### config.mk
export PLATFORM = sky130hd
export DESIGN_NAME = fetch_unit_flat
export DESIGN_NICKNAME = d
export VERILOG_FILES = /design/src/rtl/fetch_unit_if.sv /design/src/rtl/fetch_unit.sv /design/src/flat_wrapper.sv
export SDC_FILE = /design/constraint.sdc
export NUM_CORES = 1
export LEC_CHECK = 0
export CAP_MARGIN = 20
export CORE_ASPECT_RATIO = 0.5
export CORE_MARGIN = 10
export CORE_UTILIZATION = 51
export DETAILED_ROUTE_END_ITERATION = 10
export MAX_ROUTING_LAYER = met4
export PLACE_DENSITY = 0.82
export SYNTH_ARGS = -nofsm -noshare
export SYNTH_HDL_FRONTEND = slang
export SYNTH_SLANG_ARGS = --single-unit
### constraint.sdc
create_clock -name clk -period 2.7 [get_ports clk]
set_input_delay 0.405 -clock clk [delete_from_list [all_inputs] [get_ports clk]]
set_output_delay 0.405 -clock clk [all_outputs]
set_load 0.05 [all_outputs]
### src/rtl/fetch_unit_if.sv
// ----------------------------------------------------------------------------
// fetch_unit_if
//   Bundles the fetch stage's start/branch/compare/halt inputs and its
//   program-counter and status outputs.
//   master : the side that drives start, branch decode and compare results
//            (control decoder / testbench) and observes the fetch outputs.
//   slave  : the fetch stage itself.
//   Signals:
//     start, start_addr                       restart handshake
//     conditional_jump, branch_abs_or_rel,
//     branch_conditions, target               branch decode + operand
//     flag_wr_en, cmp_zero, cmp_less          compare flag update
//     ack                                     halt instruction decoded
//     prog_ctr, running, done, cycle_count    fetch stage outputs
// ----------------------------------------------------------------------------
interface fetch_if #(
    parameter int PC_W   = 10,
    parameter int DATA_W = 8,
    parameter int CNT_W  = 16
);
    logic              start;
    logic [PC_W-1:0]   start_addr;
    logic              conditional_jump;
    logic              branch_abs_or_rel;
    logic [1:0]        branch_conditions;
    logic [DATA_W-1:0] target;
    logic              flag_wr_en;
    logic              cmp_zero;
    logic              cmp_less;
    logic              ack;
    logic [PC_W-1:0]   prog_ctr;
    logic              running;
    logic              done;
    logic [CNT_W-1:0]  cycle_count;

    modport master (
        output start, start_addr, conditional_jump, branch_abs_or_rel,
               branch_conditions, target, flag_wr_en, cmp_zero, cmp_less, ack,
        input  prog_ctr, running, done, cycle_count
    );

    modport slave (
        input  start, start_addr, conditional_jump, branch_abs_or_rel,
               branch_conditions, target, flag_wr_en, cmp_zero, cmp_less, ack,
        output prog_ctr, running, done, cycle_count
    );
endinterface

### src/rtl/fetch_unit.sv
// ----------------------------------------------------------------------------
// fetch_unit
//   Program counter / fetch stage for the 9-bit ISA. Sequences
//   IDLE -> LOAD -> RUN -> HALT under the start handshake, resolves
//   conditional branches (absolute or PC-relative) against the registered
//   compare flags, and counts RUN cycles (saturating) for benchmarking.
//   Ports:
//     clk      : system clock, rising edge
//     reset_n  : asynchronous active-low reset
//     bus      : fetch_if.slave (start, branch decode, compare flags, ack in;
//                prog_ctr, running, done, cycle_count out)
// ----------------------------------------------------------------------------
module fetch_unit #(
    parameter int PC_W   = 10,
    parameter int DATA_W = 8,
    parameter int CNT_W  = 16
) (
    input  logic    clk,
    input  logic    reset_n,
    fetch_if.slave  bus
);
    typedef enum logic [1:0] {
        IDLE = 2'b00,
        LOAD = 2'b01,
        RUN  = 2'b10,
        HALT = 2'b11
    } state_t;

    state_t           state_r;
    logic [PC_W-1:0]  pc_r;
    logic             z_r;
    logic             l_r;
    logic [CNT_W-1:0] cnt_r;

    logic             cond_s;
    logic [PC_W-1:0]  tgt_abs_s;
    logic [PC_W-1:0]  tgt_rel_s;
    logic [PC_W-1:0]  next_run_pc_s;

    // Branch condition from the flags as they stood before this cycle's CMP.
    always_comb begin
        cond_s = 1'b0;
        case (bus.branch_conditions)
            2'b00:   cond_s = 1'b1;
            2'b01:   cond_s = z_r;
            2'b10:   cond_s = l_r;
            2'b11:   cond_s = (~z_r) & (~l_r);
            default: cond_s = 1'b0;
        endcase
    end

    // Absolute target is zero-extended; relative offset is sign-extended and
    // the PC_W-bit add wraps naturally in both directions.
    assign tgt_abs_s = PC_W'(bus.target);
    assign tgt_rel_s = pc_r + PC_W'($signed(bus.target));

    // Next PC while running (ack handled separately: it freezes the PC).
    always_comb begin
        next_run_pc_s = pc_r + PC_W'(1);
        if (bus.conditional_jump && cond_s) begin
            if (bus.branch_abs_or_rel) begin
                next_run_pc_s = tgt_rel_s;
            end else begin
                next_run_pc_s = tgt_abs_s;
            end
        end else begin
            next_run_pc_s = pc_r + PC_W'(1);
        end
    end

    // Control FSM with PC, compare flags and cycle counter.
    always_ff @(posedge clk or negedge reset_n) begin
        if (!reset_n) begin
            state_r <= IDLE;
            pc_r    <= {PC_W{1'b0}};
            z_r     <= 1'b0;
            l_r     <= 1'b0;
            cnt_r   <= {CNT_W{1'b0}};
        end else if (bus.start) begin
            // Start wins in every state, including an abort mid-run.
            state_r <= LOAD;
            pc_r    <= bus.start_addr;
            z_r     <= 1'b0;
            l_r     <= 1'b0;
            cnt_r   <= {CNT_W{1'b0}};
        end else begin
            case (state_r)
                IDLE: state_r <= IDLE;
                LOAD: state_r <= RUN;   // PC still at start_addr: fetched first
                RUN: begin
                    if (cnt_r != {CNT_W{1'b1}}) begin
                        cnt_r <= cnt_r + CNT_W'(1);
                    end
                    // The all-ones halt encoding also raises conditional_jump,
                    // so ack must take priority and leave the PC on the halt.
                    if (bus.ack) begin
                        state_r <= HALT;
                    end else begin
                        pc_r <= next_run_pc_s;
                    end
                    if (bus.flag_wr_en) begin
                        z_r <= bus.cmp_zero;
                        l_r <= bus.cmp_less;
                    end
                end
                HALT:    state_r <= HALT;
                default: state_r <= IDLE;
            endcase
        end
    end

    assign bus.prog_ctr    = pc_r;
    assign bus.running     = (state_r == RUN);
    assign bus.done        = (state_r == HALT);
    assign bus.cycle_count = cnt_r;

endmodule

### src/flat_wrapper.sv
// flat-port wrapper written by rule: the top's interface ports become plain ports
module fetch_unit_flat 
#(
    parameter int PC_W   = 10,
    parameter int DATA_W = 8,
    parameter int CNT_W  = 16
)
  (clk, reset_n, bus_start, bus_start_addr, bus_conditional_jump, bus_branch_abs_or_rel, bus_branch_conditions, bus_target, bus_flag_wr_en, bus_cmp_zero, bus_cmp_less, bus_ack, bus_prog_ctr, bus_running, bus_done, bus_cycle_count);
  fetch_if #(.PC_W(PC_W), .DATA_W(DATA_W), .CNT_W(CNT_W)) bus_i ();
  input  logic clk;
  input  logic reset_n;
  input wire logic [$bits(bus_i.start)-1:0] bus_start;
  input wire logic [$bits(bus_i.start_addr)-1:0] bus_start_addr;
  input wire logic [$bits(bus_i.conditional_jump)-1:0] bus_conditional_jump;
  input wire logic [$bits(bus_i.branch_abs_or_rel)-1:0] bus_branch_abs_or_rel;
  input wire logic [$bits(bus_i.branch_conditions)-1:0] bus_branch_conditions;
  input wire logic [$bits(bus_i.target)-1:0] bus_target;
  input wire logic [$bits(bus_i.flag_wr_en)-1:0] bus_flag_wr_en;
  input wire logic [$bits(bus_i.cmp_zero)-1:0] bus_cmp_zero;
  input wire logic [$bits(bus_i.cmp_less)-1:0] bus_cmp_less;
  input wire logic [$bits(bus_i.ack)-1:0] bus_ack;
  output wire logic [$bits(bus_i.prog_ctr)-1:0] bus_prog_ctr;
  output wire logic [$bits(bus_i.running)-1:0] bus_running;
  output wire logic [$bits(bus_i.done)-1:0] bus_done;
  output wire logic [$bits(bus_i.cycle_count)-1:0] bus_cycle_count;
  assign bus_i.start = bus_start;
  assign bus_i.start_addr = bus_start_addr;
  assign bus_i.conditional_jump = bus_conditional_jump;
  assign bus_i.branch_abs_or_rel = bus_branch_abs_or_rel;
  assign bus_i.branch_conditions = bus_branch_conditions;
  assign bus_i.target = bus_target;
  assign bus_i.flag_wr_en = bus_flag_wr_en;
  assign bus_i.cmp_zero = bus_cmp_zero;
  assign bus_i.cmp_less = bus_cmp_less;
  assign bus_i.ack = bus_ack;
  assign bus_prog_ctr = bus_i.prog_ctr;
  assign bus_running = bus_i.running;
  assign bus_done = bus_i.done;
  assign bus_cycle_count = bus_i.cycle_count;
  fetch_unit #(.PC_W(PC_W), .DATA_W(DATA_W), .CNT_W(CNT_W)) u_core (.clk(clk), .reset_n(reset_n), .bus(bus_i));
endmodule
-- After elaboration in Yosys (flattened, before gate mapping)
Index checks and enable logic that the tools add are counted.
- bits of input ports: 29
- register bits: 30
- output and inout port bits: 28
- multiplexer cells: 18
- bitwise operators: 3
- reduce and logical (&&, ||, !) cells: 9
- equality and inequality tests: 9
- add/subtract/negate cells: 3
- operators with widths (kind ; number):
    10-bit 2-to-1 mux ; 5
    16-bit 2-to-1 mux ; 3
    16-bit by 1-bit adder with 16-bit output, second input constant ; 1
    16-bit inequality test, second input constant ; 1
    10-bit by 1-bit adder with 10-bit output, second input constant ; 1
    10-bit adder ; 1
    2-bit equality test, second input constant ; 4
    2-bit one-hot mux with 4 select lines ; 1
    1-bit 2-to-1 mux ; 6
    2-bit AND reduction ; 3
    2-bit nonzero test ; 3
    2-bit by 1-bit equality test with 1-bit output, second input constant ; 2
    2-bit logical NOT ; 2
    2-bit 2-to-1 mux ; 2
    1-bit one-hot mux with 4 select lines ; 1
    3-bit inequality test, second input constant ; 1
    2-bit inequality test, second input constant ; 1
    1-bit inverter ; 2
    1-bit bitwise AND ; 1
    1-bit logical AND ; 1

-- Logic depth before layout (Yosys ltp)
Gate-level depths: netlist (run 1).
- depth after elaboration: 8
- depth in mapped cells: 7
- gate-level depth less buffers: 7

-- Worst setup path before layout (run 1)
Ideal clock, no wire load.
- kind: register to register
- from: register u_core.pc_r[0] (netlist: u_core.bus.prog_ctr[0])
- to: register u_core.pc_r[6] (netlist: u_core.bus.prog_ctr[6])
- period minus slack after synthesis: 2.277 ns
- setup time: 0.124 ns
- stages on the path, launching flop included: 8
- required time: 2.576 ns
- path buffers: 0
- data arrival time: 2.153 ns
- setup slack: 0.423 ns
- cell sequence: dfrtp_1 -> ha_1 -> fa_1 -> a21o_1 -> nand4_1 -> a21oi_1 -> o211a_1 -> o31a_1
- cells in the longest elaborated chain, start to end: 6
- elaborated cells on any way between the ends: 7
- those cells by class: 2 x add/sub; 5 x mux
- RTL lines (item ; RTL line ; source):
    start, declared ; fetch_unit.sv:30 ; logic [PC_W-1:0] pc_r;
    start signal, assigned ; fetch_unit.sv:75 ; pc_r <= {PC_W{1'b0}};
    start signal, assigned ; fetch_unit.sv:82 ; pc_r <= bus.start_addr;
    start signal, assigned ; fetch_unit.sv:99 ; pc_r <= next_run_pc_s;
    10-bit adder ; fetch_unit.sv:55 ; assign tgt_rel_s = pc_r + PC_W'($signed(bus.target));
    10-bit 2-to-1 mux ; fetch_unit.sv:61 ; if (bus.branch_abs_or_rel) begin
    10-bit 2-to-1 mux * ; fetch_unit.sv:60 ; if (bus.conditional_jump && cond_s) begin
    10-bit 2-to-1 mux * ; fetch_unit.sv:96 ; if (bus.ack) begin
    10-bit 2-to-1 mux * ; fetch_unit.sv:87 ; case (state_r)
    10-bit 2-to-1 mux * ; fetch_unit.sv:79 ; end else if (bus.start) begin
Every way passes the cells marked *; elsewhere a longest branch is shown, timed or not. The select of a mux whose other input is x is not followed.
A chain may end at the register's enable or synchronous reset.

-- Final worst setup path (run 1)
- from: register u_core.state_r[0]
- to: output port bus_running
- cells in the longest elaborated chain, start to end: 1
- RTL lines (item ; RTL line ; source):
    start, declared ; fetch_unit.sv:29 ; state_t state_r;
    start signal, assigned ; fetch_unit.sv:74 ; state_r <= IDLE;
    start signal, assigned ; fetch_unit.sv:81 ; state_r <= LOAD;
    start signal, assigned ; fetch_unit.sv:88 ; IDLE: state_r <= IDLE;
    2-bit equality test ; fetch_unit.sv:113 ; assign bus.running = (state_r == RUN);
    end, declared ; flat_wrapper.sv:23 ; output wire logic [$bits(bus_i.running)-1:0] bus_running;
No other way between the ends.

==> impl_metrics.ini, run 1 <==
[worst_setup_path]
cp.required_ns = 2.30
critPathMaxFanout = 7
critPathLaunchType = flop
rrSetupSlack_ns = 0.50
crit_type = flop to output pin
cp-end-kind = output pin
crit_arrival_ns = 1.98
cp_top_family = buffers and inverters
cpPeakStageDelay_ns = 0.86
slowest_stage = clkdlybuf4s50_1
cp_cell_sequence = nand2b_4 -> inv_1 -> clkdlybuf4s50_1
critical_path_buf_inv_count = 2

[finish]
syn2layout_area_growth_pct = 29.8
fin_cells = 403
fin_util_pct = 69.8
nNetsFinal = 379
drive_gt1_share_pct = 8.31
antenna_cells = 0

[logic_synthesis]
yosysUniqueCellTypes = 62
synthFlopType = dfrtp_1
synth_fp_nets = 322
synth_seq_cells = 30
synthCells = 281
ys_seq_area_share_pct = 31.1
ys_async_sr_fraction_pct = 100
yosys_warnings = 0
netlist.area_leader.share_pct = 31.1
synth-edff-count = 0
synth_area_sq_mm = 0.00241
synth_largest_area_cell = dfrtp_1
synth_area_leaders = dfrtp_1, xnor2_1, ha_1
avgSynthCellArea_sq_um = 8.59

[floorplanning]
ios = 57
num_rows = 17
die_w_microns = 117
start_util_pct = 53.8
die_h_microns = 68.7
die-area_sq_mm = 0.00805
core_sq_mm = 0.00449

[route]
dr.pass1.iters = 5
ant_nets = 0
num_vias = 2355
drtIter0Drc = 140
drc = 0
wl_per_cell_microns = 16.8
wl_microns = 6760
avgViaCountPerCell = 5.84

[global_route]
grt.overflow.total = 0
antenna_found_initial = 0
grt_pass1_wl_microns = 11000
grt_pass1_vias = 2249
grt_max_degree = 31
grt_use_total_pct = 17.0

[clocking]
clockBufferDepth = 2
cts_htree_levels = 2
cts_hold_repair.buffers = 0
cts_tree = built
path_clk_slew_ns = 0.06
cts_root_buf = clkbuf_8
cts_resized = 0
clk-insertion-delay-late_ns = 0.28
cts_made_buffers = 5
cts_sinks = 30
cts_setup_buffers = 0

[place]
hpwl_microns = 5060
io_buffers = 56
dp_cells = 397
place_congestion = 0.912

[sta]
fmax_mhz = 420
worstMarginPinSlew_ns = 0.662
finalSetupTns_ns = 0
post-route-min-period_ns = 2.38
fin_skew_ns = 0.00528
rsz0062_at_grt = no
maxSlewHeadroom_pct = 55.7
hold_viol = 0
setup_viol = 0
hold_ws_ns = 0.505
drv_slew = 0
period_share_pct = 88.2

[run_status]
run_status = completed

[min_path]
hold_path.class = primary input to asynchronous set/reset pin

[pwr]
ir_drop_mv = 0.202
cellLeakagePower_uw = 0.00126
powerDensity_mw_per_mm2 = 426

[run]
drv_cap = 0
[synthesized netlist by cell type, drive strengths merged, types with 7 or more instances]
cell,n
a21oi,20
clkbuf,8
dfrtp,30
ha,11
inv,9
nand2,20
nand3,13
nand4,8
nor2,28
nor3,7
o21ai,15
xnor2,17
xor2,7
[state kept, by name (all words and copies together), names as in the netlist]
signal,cells
u_core.state_r,2
u_core.l_r,1
u_core.bus.prog_ctr,10
u_core.z_r,1
u_core.bus.cycle_count,16
[power by group]
group	total (uW)	switching, uW	internal (uW)	leakage, uW
Sequential	512	41.1	471	0.000393
Combinational	462	263	199	0.000825
Clock	361	165	196	0.0000431
Total	1340	470	866	0.00126
[metal layers]
metal / wire length [microns] / share of wire [%] / GRT usage [%]
met4: 51 / 0.75 / 5.11
met3: 295 / 4.4 / 2.75
met5: 0 / 0 / -
met2: 3480 / 51 / 30.1
met1: 2940 / 43 / 20.0
[placed cells by master (no fill, tap or decap), drive strengths merged, types with 3 or more instances in the layout]
cell	count
a211oi	4
a21o	3
a21oi	20
a31oi	4
and2	4
and3	6
and4	4
buf	6
clkbuf	6
clkdlybuf4s50	56
dfrtp	30
ha	11
inv	9
mux2i	6
nand2	20
nand2b	5
nand3	13
nand4	8
nor2	28
nor2b	3
nor3	7
nor3b	3
nor4	3
o2111ai	3
o211ai	3
o21ai	15
xnor2	17
xor2	7
[cell type report]
| class | count | area [sq um] |
|---|---|---|
| repair buffers | 62 | 606 |
| clock buffers | 6 | 82.6 |
| flip-flops and latches | 30 | 751 |
| multi-input cells | 230 | 1580 |
| well taps | 66 | 82.6 |
| inverters | 9 | 33.8 |
| fillers | 367 | 1350 |
[worst register-to-register path: stages, from the launching register on]
cell and delay (ns):
dfrtp_1 0.46, ha_1 0.28, fa_1 0.44, a21o_1 0.23, nand4_1 0.10, a21oi_1 0.07
o211a_1 0.22, o31a_1 0.28
[worst paths after layout]
| check | start | end | cells after the start |
|---|---|---|---|
| min in group clk | u_core.l_r$_DFFE_PN0P_ | u_core.l_r$_DFFE_PN0P_ | 2 |
| max reg2reg | u_core.bus.prog_ctr[0]$_DFFE_PN0P_ | u_core.bus.prog_ctr[6]$_DFFE_PN0P_ | 7 |
| max in group asynchronous | reset_n | u_core.bus.cycle_count[5]$_DFFE_PN0P_ | 2 |
| min reg2reg | u_core.l_r$_DFFE_PN0P_ | u_core.l_r$_DFFE_PN0P_ | 2 |
| max | u_core.state_r[0]$_DFFE_PN0P_ | bus_running | 3 |
| min | reset_n | u_core.bus.cycle_count[12]$_DFFE_PN0P_ | 2 |
[per-stage QoR]
stage | cell area, sq um | setup WS [ns] | total power [uW]
6_report | 3130 | 0.320 | 1340
5_1_grt | 3130 | 0.245 | 1400
4_1_cts | 3130 | 0.317 | 1330
3_5_place_dp | 3050 | 0.190 | 974
3_3_place_gp | 3050 | 0.242 | 963
2_1_floorplan | 2410 | 0.423 | 814
[logic make-up after synthesis]
| family | share of synthesized area, % |
|---|---|
| AO/OA/AOI/OAI | 20.6 |
| multiplexers | 3.42 |
| buffers and inverters | 3.78 |
| AND/OR/NAND/NOR | 25.9 |
| flip-flops | 31.1 |
| adder cells (fa/ha/maj) | 6.53 |
| XOR/XNOR | 8.70 |
Power figures use the tool's default switching activity.
==> run 2, diff against run 1 <==
--- a/config.mk
+++ b/config.mk
@@ -5,13 +5,15 @@
 export SDC_FILE = /design/constraint.sdc
 export NUM_CORES = 1
 export LEC_CHECK = 0
+export ABC_AREA = 1
 export CAP_MARGIN = 20
 export CORE_ASPECT_RATIO = 0.5
 export CORE_MARGIN = 10
 export CORE_UTILIZATION = 51
 export DETAILED_ROUTE_END_ITERATION = 10
+export GPL_ROUTABILITY_DRIVEN = 0
 export MAX_ROUTING_LAYER = met4
-export PLACE_DENSITY = 0.82
+export PLACE_DENSITY = 0.81
 export SYNTH_ARGS = -nofsm -noshare
 export SYNTH_HDL_FRONTEND = slang
 export SYNTH_SLANG_ARGS = --single-unit
==> run 2 against run 1 <==
Area after synthesis up 5.3%. Cell count rose by 31%. Core utilization fell by 2.1 points. Hold slack lost 0.0044 ns. Sequential share of layout area down 1.2 points. Count of clock-buffer cells in the layout shrank 1. Global-route usage up 1.7 points. First-iteration DRC count rose by 73%. Non-clock buffer count down 1.
==> impl_metrics.ini, run 2 <==
[sta]
rsz0062_at_grt = no
drv_slew = 0
period_share_pct = 80.9
finalSetupTns_ns = 0
hold_ws_ns = 0.500
fmax_mhz = 458
maxSlewHeadroom_pct = 65.0
setup_viol = 0
hold_viol = 0
worstMarginPinSlew_ns = 0.523
post-route-min-period_ns = 2.18
fin_skew_ns = 0.00684

[clocking]
path_clk_slew_ns = 0.07
cts_sinks = 30
cts_setup_buffers = 0
clockBufferDepth = 2
cts_root_buf = clkbuf_8
cts_htree_levels = 2
clk-insertion-delay-late_ns = 0.30
cts_resized = 0
cts_hold_repair.buffers = 0
cts_made_buffers = 5
cts_tree = built

[pwr]
powerDensity_mw_per_mm2 = 480
totalPowerFinal_uw = 1580
cellLeakagePower_uw = 0.00155
ir_drop_mv = 0.262

[logic_synthesis]
synth_common_cells = nand2_1, nor2_1, inv_1
synthFlopType = dfrtp_1
synthCells = 396
ys_async_sr_fraction_pct = 100
synth_largest_area_cell = dfrtp_1
synth_area_leaders = dfrtp_1, nand2_1, nand3_1
synth_area_sq_mm = 0.00254
yosysUniqueCellTypes = 30
yosys_warnings = 0
yosysMostFrequentCell = nand2_1
synth_fp_nets = 437
avgSynthCellArea_sq_um = 6.42
synth_seq_cells = 30
ys_seq_area_share_pct = 29.5
netlist.area_leader.share_pct = 29.5
synth-edff-count = 0

[finish]
drive_gt1_share_pct = 7.22
antenna_cells = 0
largest_reg_flops = 16
design_area_sq_mm = 0.00330
syn2layout_area_growth_pct = 29.6
layout_commonest_cell = nand2_1
nNetsFinal = 497
final_cell_mix = nand2_1, clkdlybuf4s50_1, nor2_1

[floorplanning]
die_h_microns = 69.9
ios = 57
core_sq_mm = 0.00486
num_rows = 18
die-area_sq_mm = 0.00838
start_util_pct = 52.3
die_w_microns = 120

[global_route]
grt_pass1_wl_microns = 12900
grt_max_degree = 31
grt_pass1_vias = 2652
antenna_found_initial = 0
grt_use_total_pct = 18.7
grt.overflow.total = 0

[route]
wl_microns = 7360
wl_per_cell_microns = 14.0
num_vias = 2809
drtIter0Drc = 242
drc = 0
ant_nets = 0
avgViaCountPerCell = 5.33
dr.pass1.iters = 5

[place]
hpwl_microns = 5640
io_buffers = 56
postPlaceCellArea_sq_mm = 0.00319

[min_path]
hold_path.class = primary input to asynchronous set/reset pin

[worst_setup_path]
cpPeakStageDelay_ns = 0.85
crit_arrival_ns = 1.78
slowest_stage = clkdlybuf4s50_1
cp.required_ns = 2.30
rrSetupSlack_ns = 0.73
cp_cell_sequence = nor2_2 -> clkdlybuf4s50_1
crit_type = flop to output pin
cp-end-kind = output pin
critPathMaxFanout = 4
critPathLaunchType = flop

[run]
drv_cap = 0

[run_status]
run_status = completed
run 2: cell count changes after synthesis, moves of 5 or more:
cell	delta
nand2_1	+103
inv_1	+32
nand3_1	+22
nor2_1	+19
xnor2_1	-13
nand4_1	+11
and3_1	-6
mux2i_1	-6
o21ai_2	+6
inv_2	+5
xor2_1	-5
run 2: final cells by class:
type | count | area (sq um)
tap | 70 | 87.6
timing repair buffer | 61 | 598
clock buffer | 5 | 68.8
inverter | 46 | 173
sequential | 30 | 751
fill | 443 | 1570
clock inverter | 3 | 40.0
multi-input combinational | 312 | 1580
run 2: worst paths after layout:
kind / startpoint / to / depth (start not counted)
min reg2reg: u_core.state_r[1]$_DFFE_PN0P_ / u_core.state_r[0]$_DFFE_PN0P_ / 2
max in group asynchronous: reset_n / u_core.bus.prog_ctr[3]$_DFFE_PN0P_ / 2
max: u_core.state_r[0]$_DFFE_PN0P_ / bus_running / 2
min in group clk: u_core.state_r[1]$_DFFE_PN0P_ / u_core.state_r[0]$_DFFE_PN0P_ / 2
max reg2reg: u_core.bus.prog_ctr[0]$_DFFE_PN0P_ / u_core.bus.prog_ctr[8]$_DFFE_PN0P_ / 10
min: reset_n / u_core.bus.cycle_count[0]$_DFFE_PN0P_ / 2
run 2: power by group:
part	internal [uW]	switching, uW
logic	225	362
clock network	271	187
registers	478	58.6
run 2: through the flow:
stage          util (%)  setup WS, ns  instances
2_1_floorplan         -         0.678        396
3_3_place_gp       65.5         0.517        519
3_5_place_dp       65.5         0.477        519
4_1_cts            67.7         0.505        527
5_1_grt            67.7         0.449        527
6_report           67.7         0.516        527
run 2: worst max-delay path: cells and delay by family (launching register included):
| kind | cells | cell delay [ns] |
|---|---|---|
| buffers and inverters | 1 | 0.85 |
| AND/OR/NAND/NOR | 1 | 0.21 |
| flip-flops | 1 | 0.42 |
run 2: cell families (layout without fill, tap and decap cells):
family | after synthesis | count (layout) | synth area share [%]
DFF | 30 | 30 | 29.5
adders and majority gates | 12 | 12 | 6.20
xor gates and xnor gates | 6 | 6 | 2.07
buffers and inverters | 54 | 115 | 8.42
and+or+nand+nor | 240 | 240 | 41.2
AOI/OAI and AO/OA | 54 | 54 | 12.5
run 2: per-layer routing:
metal / global-route usage [%] / wire [microns] / vias to the layer above
met3: 2.65 / 282 / 7
met4: 6.12 / 93 / 0
met2: 31.1 / 3640 / 78
li1: - / - / 1429
met5: - / 0 / -
met1: 22.9 / 3340 / 1295
==> run 3, diff against run 2 <==
--- a/config.mk
+++ b/config.mk
@@ -9,11 +9,11 @@
 export CAP_MARGIN = 20
 export CORE_ASPECT_RATIO = 0.5
 export CORE_MARGIN = 10
-export CORE_UTILIZATION = 51
+export CORE_UTILIZATION = 46
 export DETAILED_ROUTE_END_ITERATION = 10
 export GPL_ROUTABILITY_DRIVEN = 0
 export MAX_ROUTING_LAYER = met4
-export PLACE_DENSITY = 0.81
+export PLACE_DENSITY = 0.77
 export SYNTH_ARGS = -nofsm -noshare
 export SYNTH_HDL_FRONTEND = slang
 export SYNTH_SLANG_ARGS = --single-unit
==> constraint.sdc (replaced) <==
create_clock -name clk -period 1.9 [get_ports clk]
set_input_delay 0.285 -clock clk [delete_from_list [all_inputs] [get_ports clk]]
set_output_delay 0.285 -clock clk [all_outputs]
set_load 0.05 [all_outputs]
==> run 3 against run 2 <==
Register-to-register slack got worse by 0.56 ns. Wire length shrank 0.37%. Clock skew is 0.00066 ns higher. Combinational power increased by 64%. Sequential power is 38% higher. Clock power rose by 10%. Setup slack lost 0.44 ns. Non-clock buffer count is 23 higher. Flip-flop and latch count unchanged. Critical path type unchanged. Critical endpoint is now bus_cycle_count[0]. Largest cell class unchanged. Largest power group unchanged. Highest routed layer unchanged.
==> impl_metrics.ini, run 3 (synthesis gave the netlist of run 2 again) <==
[sta]
maxSlewHeadroom_pct = 66.1
fmax_mhz = 548
hold_viol = 0
worstMarginPinSlew_ns = 0.504
drv_slew = 0
setup_ws_ns = 0.0738
fin_skew_ns = 0.00749
setup_viol = 0
rsz0062_at_grt = no
period_share_pct = 96.1
post-route-min-period_ns = 1.83

[pwr]
p_sw_uw = 866
powerDensity_mw_per_mm2 = 645
clkPwrFrac_pct = 22.9
p_seq_share_pct = 33.5
internal-power_uw = 1340
cellLeakagePower_uw = 0.00167
ir_drop_mv = 0.345
p_sw_share_pct = 39.2
p_comb_share_pct = 43.6

[route]
drc = 0
wl_per_cell_microns = 13.3
wl_microns = 7330
num_vias = 2834
dr.pass1.iters = 4
drtIter0Drc = 170
avgViaCountPerCell = 5.12
ant_nets = 0

[worst_setup_path]
critPathMaxFanout = 6
critical_path_buf_inv_count = 1
crit_type = flop to output pin
cp.required_ns = 1.62
slowest_stage = clkdlybuf4s50_1
cp-end-kind = output pin
cpPeakStageDelay_ns = 0.82
crit_arrival_ns = 1.54
cp_cell_sequence = clkdlybuf4s50_1
cp_top_family = buffers and inverters
critPathLaunchType = flop

[clocking]
cts_sinks = 30
path_clk_slew_ns = 0.07
cts_hold_repair.buffers = 0
clockBufferDepth = 2
clk-insertion-delay-late_ns = 0.29
cts_htree_levels = 2
cts_tree = built
cts_root_buf = clkbuf_8
cts_made_buffers = 5

[global_route]
grt.overflow.total = 0
grt_max_degree = 31
antenna_found_initial = 0
grt_pass1_wl_microns = 12800
grt_use_total_pct = 16.8
grt_pass1_vias = 2713

[floorplanning]
die_w_microns = 125
core_sq_mm = 0.00542
start_util_pct = 46.9
ios = 57
die_h_microns = 72.6
die-area_sq_mm = 0.00908
num_rows = 19

[place]
postPlaceCellArea_sq_mm = 0.00330
hpwl_microns = 5610
post-place-ws_ns = -0.191
io_buffers = 56

[finish]
layout_commonest_cell = nand2_1
syn2layout_area_growth_pct = 34.8
design_area_sq_mm = 0.00343
antenna_cells = 0
drive_gt1_share_pct = 17.3
final_cell_mix = nand2_1, buf_4, nor2_1
nNetsFinal = 520
fill_cells = 526
largest_reg_flops = 16

[run]
drv_cap = 0

[min_path]
hold_path.class = primary input to asynchronous set/reset pin

[run_status]
run_status = completed
==> run 3: metal layers <==
layer / vias to the layer above / wire length (microns) / track usage (%)
met5: - / 0 / -
met3: 6 / 313 / 2.83
met4: 0 / 80 / 4.95
met1: 1283 / 3450 / 20.9
li1: 1474 / - / -
met2: 71 / 3490 / 27.6
==> run 3: power groups by stage <==
stage	registers (uW)	clock network, uW	logic, uW
after global placement	753	0	918
after floorplan	879	0	449
after global routing	749	547	1070
final	740	506	964
after detailed placement	753	0	930
after CTS	741	521	934
==> run 3: area by class of cell <==
cell class	count	area, sq um	area share [%]
sequential	30	756	22.0
clock buffer	8	80.1	2.34
timing repair buffer	84	728	21.2
tap	73	91.3	2.66
inverter	46	173	5.04
multi-input combinational	312	1600	46.7
==> run 3: path summary, 6_finish.rpt <==
| path | startpoint | endpoint | slack [ns] | depth (start not counted) |
|---|---|---|---|---|
| worst max-delay path | u_core.bus.cycle_count[0]$_DFFE_PN0P_ | bus_cycle_count[0] | 0.07 | 1 |
| worst min-delay path | reset_n | u_core.bus.prog_ctr[4]$_DFFE_PN0P_ | 0.39 | 2 |
| worst max register to register | u_core.bus.prog_ctr[2]$_DFFE_PN0P_ | u_core.bus.prog_ctr[7]$_DFFE_PN0P_ | 0.17 | 10 |
| worst min register to register | u_core.state_r[1]$_DFFE_PN0P_ | u_core.state_r[0]$_DFFE_PN0P_ | 0.54 | 2 |
| max in group asynchronous | reset_n | u_core.bus.cycle_count[0]$_DFFE_PN0P_ | 1.19 | 2 |
| min in group clk | bus_cmp_less | u_core.l_r$_DFFE_PN0P_ | 0.53 | 3 |
==> run 3: timing repair <==
| item | CTS | global route |
|---|---|---|
| buffers inserted | 0 | 3 |
| gates resized for setup | 0 | 5 |
| setup endpoints to repair | 0 | 8 |
==> run 3: stage by stage <==
stage	util [%]	total power, uW	setup TNS, ns	instances	hold WS (ns)
2_1_floorplan	-	1330	0	396	-0.0106
3_3_place_gp	60.9	1670	-0.806	542	0.515
3_5_place_dp	60.9	1680	-1.07	542	0.521
4_1_cts	62.4	2200	0	550	0.404
5_1_grt	63.3	2370	0	553	0.419
6_report	63.3	2210	0	553	0.391
